**src/rtl/jt51_wrseq.sv**
```systemverilog
// jt51_wrseq: two-requester write FIFO feeding a sequenced YM2151 address/data bus write with busy polling.
module jt51_wrseq #(
  parameter int DEPTH  = 4,
  parameter int SETTLE = 2,
  parameter int TMO    = 64
) (
  input  logic                     clk,
  input  logic                     rst_n,
  input  logic                     cen_p1,
  input  logic                     req0_valid,
  input  logic [7:0]               req0_addr,
  input  logic [7:0]               req0_data,
  output logic                     req0_ready,
  input  logic                     req1_valid,
  input  logic [7:0]               req1_addr,
  input  logic [7:0]               req1_data,
  output logic                     req1_ready,
  output logic                     cs_n,
  output logic                     wr_n,
  output logic                     a0,
  output logic [7:0]               bus_dout,
  input  logic [7:0]               bus_din,
  output logic                     idle,
  output logic                     tmo_err,
  output logic [$clog2(DEPTH):0]   level
);
  localparam int AW = $clog2(DEPTH);
  localparam int LW = AW + 1;
  localparam int SW = SETTLE < 2 ? 1 : $clog2(SETTLE);
  localparam int TW = TMO < 2 ? 1 : $clog2(TMO);
  typedef enum logic [2:0] {ST_IDLE, ST_ADDR, ST_GAP, ST_DATA, ST_SETTLE, ST_POLL} state_t;
  state_t state;
  logic [15:0] mem [DEPTH];
  logic [AW-1:0] wp, rp;
  logic [7:0] wd;
  logic [SW-1:0] scnt;
  logic [TW-1:0] tcnt;
  logic last, full, push, pop, unused_din;
  assign unused_din = ^bus_din[6:0];
  assign full = level == LW'(DEPTH);
  // last=1 means req1 won the previous grant, so req0 takes the next tie
  assign req0_ready = rst_n && req0_valid && !full && (!req1_valid || last);
  assign req1_ready = rst_n && req1_valid && !full && !(req0_valid && last);
  assign push = req0_ready || req1_ready;
  assign pop = cen_p1 && state == ST_IDLE && level != '0;
  assign idle = level == '0 && state == ST_IDLE;
  always_ff @(posedge clk)
    if (push) mem[wp] <= req1_ready ? {req1_addr, req1_data} : {req0_addr, req0_data};
  always_ff @(posedge clk)
    if (!rst_n) begin
      wp <= '0;
      rp <= '0;
      level <= '0;
      last <= 1'b1;
    end else begin
      if (push) begin
        wp <= wp + 1'b1;
        last <= req1_ready;
      end
      if (pop) rp <= rp + 1'b1;
      level <= level + LW'(push) - LW'(pop);
    end
  always_ff @(posedge clk)
    if (!rst_n) begin
      state <= ST_IDLE;
      cs_n <= 1'b1;
      wr_n <= 1'b1;
      a0 <= 1'b0;
      bus_dout <= 8'h00;
      wd <= 8'h00;
      scnt <= '0;
      tcnt <= '0;
      tmo_err <= 1'b0;
    end else begin
      tmo_err <= 1'b0;
      if (cen_p1)
        case (state)
          ST_IDLE: if (level != '0) begin
            bus_dout <= mem[rp][15:8];
            wd <= mem[rp][7:0];
            cs_n <= 1'b0;
            wr_n <= 1'b0;
            a0 <= 1'b0;
            state <= ST_ADDR;
          end
          ST_ADDR: begin
            cs_n <= 1'b1;
            wr_n <= 1'b1;
            state <= ST_GAP;
          end
          ST_GAP: begin
            cs_n <= 1'b0;
            wr_n <= 1'b0;
            a0 <= 1'b1;
            bus_dout <= wd;
            state <= ST_DATA;
          end
          ST_DATA: begin
            cs_n <= 1'b1;
            wr_n <= 1'b1;
            scnt <= '0;
            tcnt <= '0;
            state <= SETTLE == 0 ? ST_POLL : ST_SETTLE;
          end
          ST_SETTLE: if (scnt == SW'(SETTLE - 1)) begin
            tcnt <= '0;
            state <= ST_POLL;
          end else scnt <= scnt + 1'b1;
          ST_POLL: if (!bus_din[7]) state <= ST_IDLE;
          else if (tcnt == TW'(TMO - 1)) begin
            state <= ST_IDLE;
            tmo_err <= 1'b1;
          end else tcnt <= tcnt + 1'b1;
          default: state <= ST_IDLE;
        endcase
    end
endmodule

```
**config.mk**
```make
export PLATFORM = sky130hd
export DESIGN_NAME = jt51_wrseq
export DESIGN_NICKNAME = d
export VERILOG_FILES = /design/src/rtl/jt51_wrseq.sv
export SDC_FILE = /design/constraint.sdc
export NUM_CORES = 1
export LEC_CHECK = 0
export ABC_AREA = 1
export BUFFER_PORTS_ARGS = -buffer_cell sky130_fd_sc_hd__buf_2
export CORE_MARGIN = 3
export CORE_UTILIZATION = 35
export DETAILED_ROUTE_END_ITERATION = 10
export GPL_TIMING_DRIVEN = 0
export SETUP_SLACK_MARGIN = 0.2
export SYNTH_ARGS = -nofsm -noshare
export SYNTH_HDL_FRONTEND = slang
export SYNTH_SLANG_ARGS = --single-unit
```
**constraint.sdc**
```tcl
create_clock -name clk -period 2.7 [get_ports clk]
set_input_delay 0.54 -clock clk [delete_from_list [all_inputs] [get_ports clk]]
set_output_delay 0.54 -clock clk [all_outputs]
set_load 0.03 [all_outputs]
```
## Word level (Yosys, flattened, before mapping)

Memories as Yosys holds them, arrays and structs flattened. A register that Yosys moved wholly into a read port is not among the register bits.
Cells that the tools add are included.

- Memories kept: 1
- Memory bits (writable): 64
- Input port bits: 45
- Register bits after elaboration: 37
- Output and inout bits: 18

- Multiplexer cells: 22
- Equal/unequal tests: 12
- $add $sub $neg: 6
- Reduce and logical (&&, ||, !) cells: 30

Memory list:

| name | depth | bits a word | read ports | clocked after memory_dff | wr ports | RTL line | text |
|---|---|---|---|---|---|---|---|
| mem | 4 | 16 | 1 | 1 | 1 | 33 | `logic [15:0] mem [DEPTH];` |

Operator list:

| operator | number |
|---|---|
| 6-bit two-way mux | 3 |
| 3-bit case mux with 6 select lines | 1 |
| 6-bit case mux with 3 select lines | 1 |
| 16-bit two-way mux | 1 |
| 8-bit case mux with 2 select lines | 1 |
| 3-bit two-way mux | 4 |
| 1-bit logical AND | 10 |
| 3-bit == test, second input constant | 3 |
| 3-bit AND reduction | 3 |
| 3-bit nonzero test | 3 |
| 8-bit two-way mux | 1 |
| 4-bit AND reduction | 2 |
| 6-bit by 1-bit adder with 6-bit output, second input constant | 1 |
| 3-bit by 2-bit == test with 1-bit output, second input constant | 2 |
| 6-bit == test, second input constant | 1 |
| 3-bit logical NOT | 2 |
| 2-bit inequality test, second input constant | 3 |
| 1-bit two-way mux | 5 |
| 5-bit AND reduction | 1 |
| 2-bit by 1-bit adder with 2-bit output, second input constant | 2 |
| 2-bit two-way mux | 2 |
| 1-bit case mux with 2 select lines | 2 |
| 2-bit nonzero test | 2 |
| 3-bit by 1-bit adder with 3-bit output | 1 |
| 10 further kinds | 13 |

## Longest topological paths before layout

- Word-level depth: 7
- Depth in mapped cells: 12
- Depth with buffers taken out: 11

## Least setup slack after synthesis

No wires, ideal clock.

- Kind: register -> register
- From: register level[0]
- To: register level[2]
- Arrival time: 2.206 ns
- Period minus slack after synthesis: 2.327 ns
- Stages on the path, launching flop included: 12
- Slack: 0.373 ns
- Cell sequence: dfxtp_1 > inv_1 > nand3_1 > nand4_4 > nand2_1 > inv_1 > ha_1 > inv_1 > ha_1 > fa_1 > o21ai_0 > a21oi_1

- Word-level cells in the longest chain between the ends: 7
- Elaborated cells on any way between the ends: 11
- Those cells by class: add/sub: 2; eq/ne: 1; reduce/logical: 8

Ends and longest elaborated chain:

| what | RTL line | text |
|---|---|---|
| start, declared | 25 | `output logic [$clog2(DEPTH):0] level` |
| start signal, assigned | 61 | `level <= level + LW'(push) - LW'(pop);` |
| 3-bit == test | 40 | `assign full = level == LW'(DEPTH);` |
| 1-bit logical NOT | 42, 43 |  |
| 1-bit logical AND (on tied branches) (2 in series) | 42, 43 |  |
| 1-bit logical OR | 44 | `assign push = req0_ready \|\| req1_ready;` |
| 3-bit by 1-bit adder with 3-bit output | 61 |  |
| 3-bit by 1-bit subtractor with 3-bit output * | 61 |  |

Every way passes the cells marked *; elsewhere a longest branch is shown, timed or not.
A chain may end at the register's enable or synchronous reset.

## Final worst setup path

- From: register level[1]
- To: output req1_ready

- Word-level cells in the longest chain between the ends: 4

Ends and longest elaborated chain:

| what | RTL line | text |
|---|---|---|
| 3-bit == test | 40 |  |
| 1-bit logical NOT | 43 | `assign req1_ready = rst_n && req1_valid && !full && !(req0_valid && last);` |
| 1-bit logical AND (2 in series) | 43 |  |
| end, declared | 17 | `output logic req1_ready,` |

No other way between the ends.

==> results.yml <==
run_status:
  status: "finished clean"
power_and_ir_drop:
  switching_share: 0.371
  p_total_w: 0.00537
  p_leak_nw: 2.43
  p_int_w: 0.00338
  seq_power_share: 0.394
  clkPwrFrac: 0.263
  pwr_density_cell_nw_per_um2: 968
  vdd_drop_max_mv: 0.375
  netSwitchingPower_w: 0.00199
  power_frac_comb: 0.343
flow_run:
  drv_cap: 0
grt:
  track_usage: 0.145
  grt-ovfl-total: 0
  grt_max_degree: 19
  grt_pass1_vias: 3349
  antenna_found_initial: 0
  grt_first_pass_wirelength_um: 16700
sta:
  slew_viol_final: 0
  period_needed_ps: 2330
  min_period_over_period: 0.865
  fin_ws_ps: 366
  setup_violations: 0
  rsz0062_at_grt: "false"
  whs_ps: 489
  fmax_mhz: 428
  fin_skew_ps: 7.12
  hold_violations: 0
  worst_pin_slew_ps: 540
  relSlewSlack: 0.640
logic_synthesis:
  synth_top_family_by_area: "simple AND/OR/NAND/NOR gates"
  ys_ff_latch: 103
  synthesis.area_um2: 4650
  synth_xor_area_frac: 0.00188
  yosysWarnings: 0
  ys_types: 36
  synth_compound_area_frac: 0.0721
  synthSimpleGateAreaFrac: 0.261
  syn_inst: 525
  muxShareOfSynthArea: 0
  yosys.area_share.adder: 0.0231
  synth_edf_count: 64
  seq_area_frac_synth: 0.581
  avgSynthCellArea_um2: 8.86
  ys_async_sr_fraction: 0
  syn-num-nets: 578
  synth_flop_cell: "edfxtp_1"
floorplanning:
  die_area_um2: 14700
  rows: 41
  die_w_um: 121
  dieHeight_um: 121
  initial_core_util: 0.363
  pin_count: 63
  core_um2: 12800
place:
  placedCellCount: 755
  gp_congestion: 0.858
  post-place-ws_ps: 109
  dp_hpwl_um: 7380
  port_buffers: 54
final_layout:
  fillers: 1272
  finalNetCount: 649
  antennaDiodeCount: 0
  multi_input_area_um2: 1680
  final_cells: 773
  syn_to_final_growth_pct: 19.3
  drive_above_1_share: 0.200
  layout_commonest_cell: "nand2_1"
  seq_area_um2: 2700
  final_cell_mix: "nand2_1 (137), nor2_1 (105), buf_2 (66)"
detailed_routing:
  drc: 0
  routed_wl_um: 10100
  wl_per_cell_um: 13.1
  ant_nets: 0
  drt_iter0_drc: 163
  via_count: 3547
  vias_per_cell: 4.59
  first_pass_iters: 4
clocking:
  clkLatencyLatePin_ps: 340
  cts_buffer_depth: 2
  h-tree-depth: 3
  clkTransAtPathRegs_ps: 70
  cts_tree: "built"
  cts_hold_buf: 0
  numClockSinks: 103
  root_buffer: "clkbuf_16"
  cts_buffers: 9
setup_path:
  critical_path_buf_inv_count: 5
  cp_top_family: "buffers and inverters"
  worst_ep_arrival_time_ps: 1790
  cp_slowest_stage_delay_ps: 380
  rrSetupSlack_ps: 450
  cp_max_fo: 10
  path_depth: 7
  cp-startpoint: "level[1]$_SDFF_PN0_"
  r2r-start: "level[1]$_SDFF_PN0_"
  end_kind: "output pin"
  startpoint_type: "register"
  criticalPathCategory: "register to output pin"
  ff2ff_path_depth: 11
  slowest_stage: "dfxtp_1"
  cp_cell_sequence: "inv_2 -> nand3_1 -> nand4_4 -> buf_4 -> inv_2 -> buf_4 -> buf_2"
  crit_required_ps: 2160
min_path:
  min_path_cells: 2
  hp-class: "register to register"
  worstHoldStart: "a0$_SDFFE_PN0P_"
-- stage by stage --
step / utilization / TNS, ps / instance area [um2]
after CTS: 0.432 / 0 / 5530
after global placement: 0.400 / -19490 / 5130
after floorplan: - / 0 / 4650
after global routing: 0.433 / 0 / 5550
final: 0.433 / 0 / 5550
after detailed placement: 0.406 / 0 / 5200
-- worst min-delay path: stages (launching register included) --
cell,delay [ps]
dfxtp_1,320
nand3_1,80
o21ai_1,50
-- synth_stat cells, types with 2 or more instances --
library cell / n / area, um2
a21oi_1: 4 / 20.0
o21ai_1: 7 / 35.0
edfxtp_1: 64 / 1920
ha_1: 7 / 87.6
or2_2: 2 / 12.5
nor2_1: 109 / 409
nand2_2: 3 / 18.8
nor3_1: 2 / 10.0
inv_2: 6 / 22.5
nand3_1: 18 / 90.1
o21ai_0: 38 / 190
clkbuf_1: 3 / 11.3
buf_4: 3 / 22.5
nor2_2: 4 / 25.0
buf_2: 12 / 60.1
nand2_1: 137 / 514
nand4_1: 4 / 25.0
inv_1: 37 / 139
nand3_4: 2 / 35.0
o22ai_1: 9 / 56.3
dfxtp_1: 39 / 781
-- sequential cells by signal, indices dropped and copies added (netlist names), 2 cells and up, named ones only --
signal and count:
rp 2, wp 2, wd 8, state 3, tcnt 6, bus_dout 8
level 3, mem 64
-- routing by layer --
layer | vias to the layer above | GRT usage | part of all wire
met2 | 64 | 0.241 | 0.48
met3 | 8 | 0.0350 | 0.043
li1 | 1847 | - | -
met5 | - | 0 | 0
met4 | 0 | 0.0357 | 0.0090
met1 | 1628 | 0.191 | 0.47
-- repair_timing --
action,in CTS,in global routing
hold endpoints to repair,0,0
setup buffers,0,2
gates resized for setup,0,0
endpoints found under the setup margin,0,1
-- final cells by class --
class	count	share of cell area
Tap cell	172	0.0388
Buffer	20	0.0198
Timing Repair Buffer	60	0.0622
Multi-Input combinational cell	357	0.302
Sequential cell	103	0.487
Clock inverter	7	0.0187
Clock buffer	9	0.0406
Inverter	45	0.0309
-- logic make-up after synthesis --
logic type,after synthesis
flops,103
buf+inv,65
compound gates,62
simple gates,286
xor+xnor,1
fa+ha+maj,8
-- path summary, 6_finish.rpt --
path / to
max: req1_ready
min: a0$_SDFFE_PN0P_
max reg2reg: level[2]$_SDFF_PN0_
min reg2reg: a0$_SDFFE_PN0P_
-- power groups by stage --
stage | clock, W | sequential (W) | combinational (W)
6_report | 0.00141 | 0.00212 | 0.00184
5_1_grt | 0.00151 | 0.00215 | 0.00211
4_1_cts | 0.00144 | 0.00212 | 0.00187
3_5_place_dp | 0 | 0.00215 | 0.00185
3_3_place_gp | 0 | 0.00215 | 0.00180
2_1_floorplan | 0 | 0.00227 | 0.00121
(Power assumes the default switching activity.)
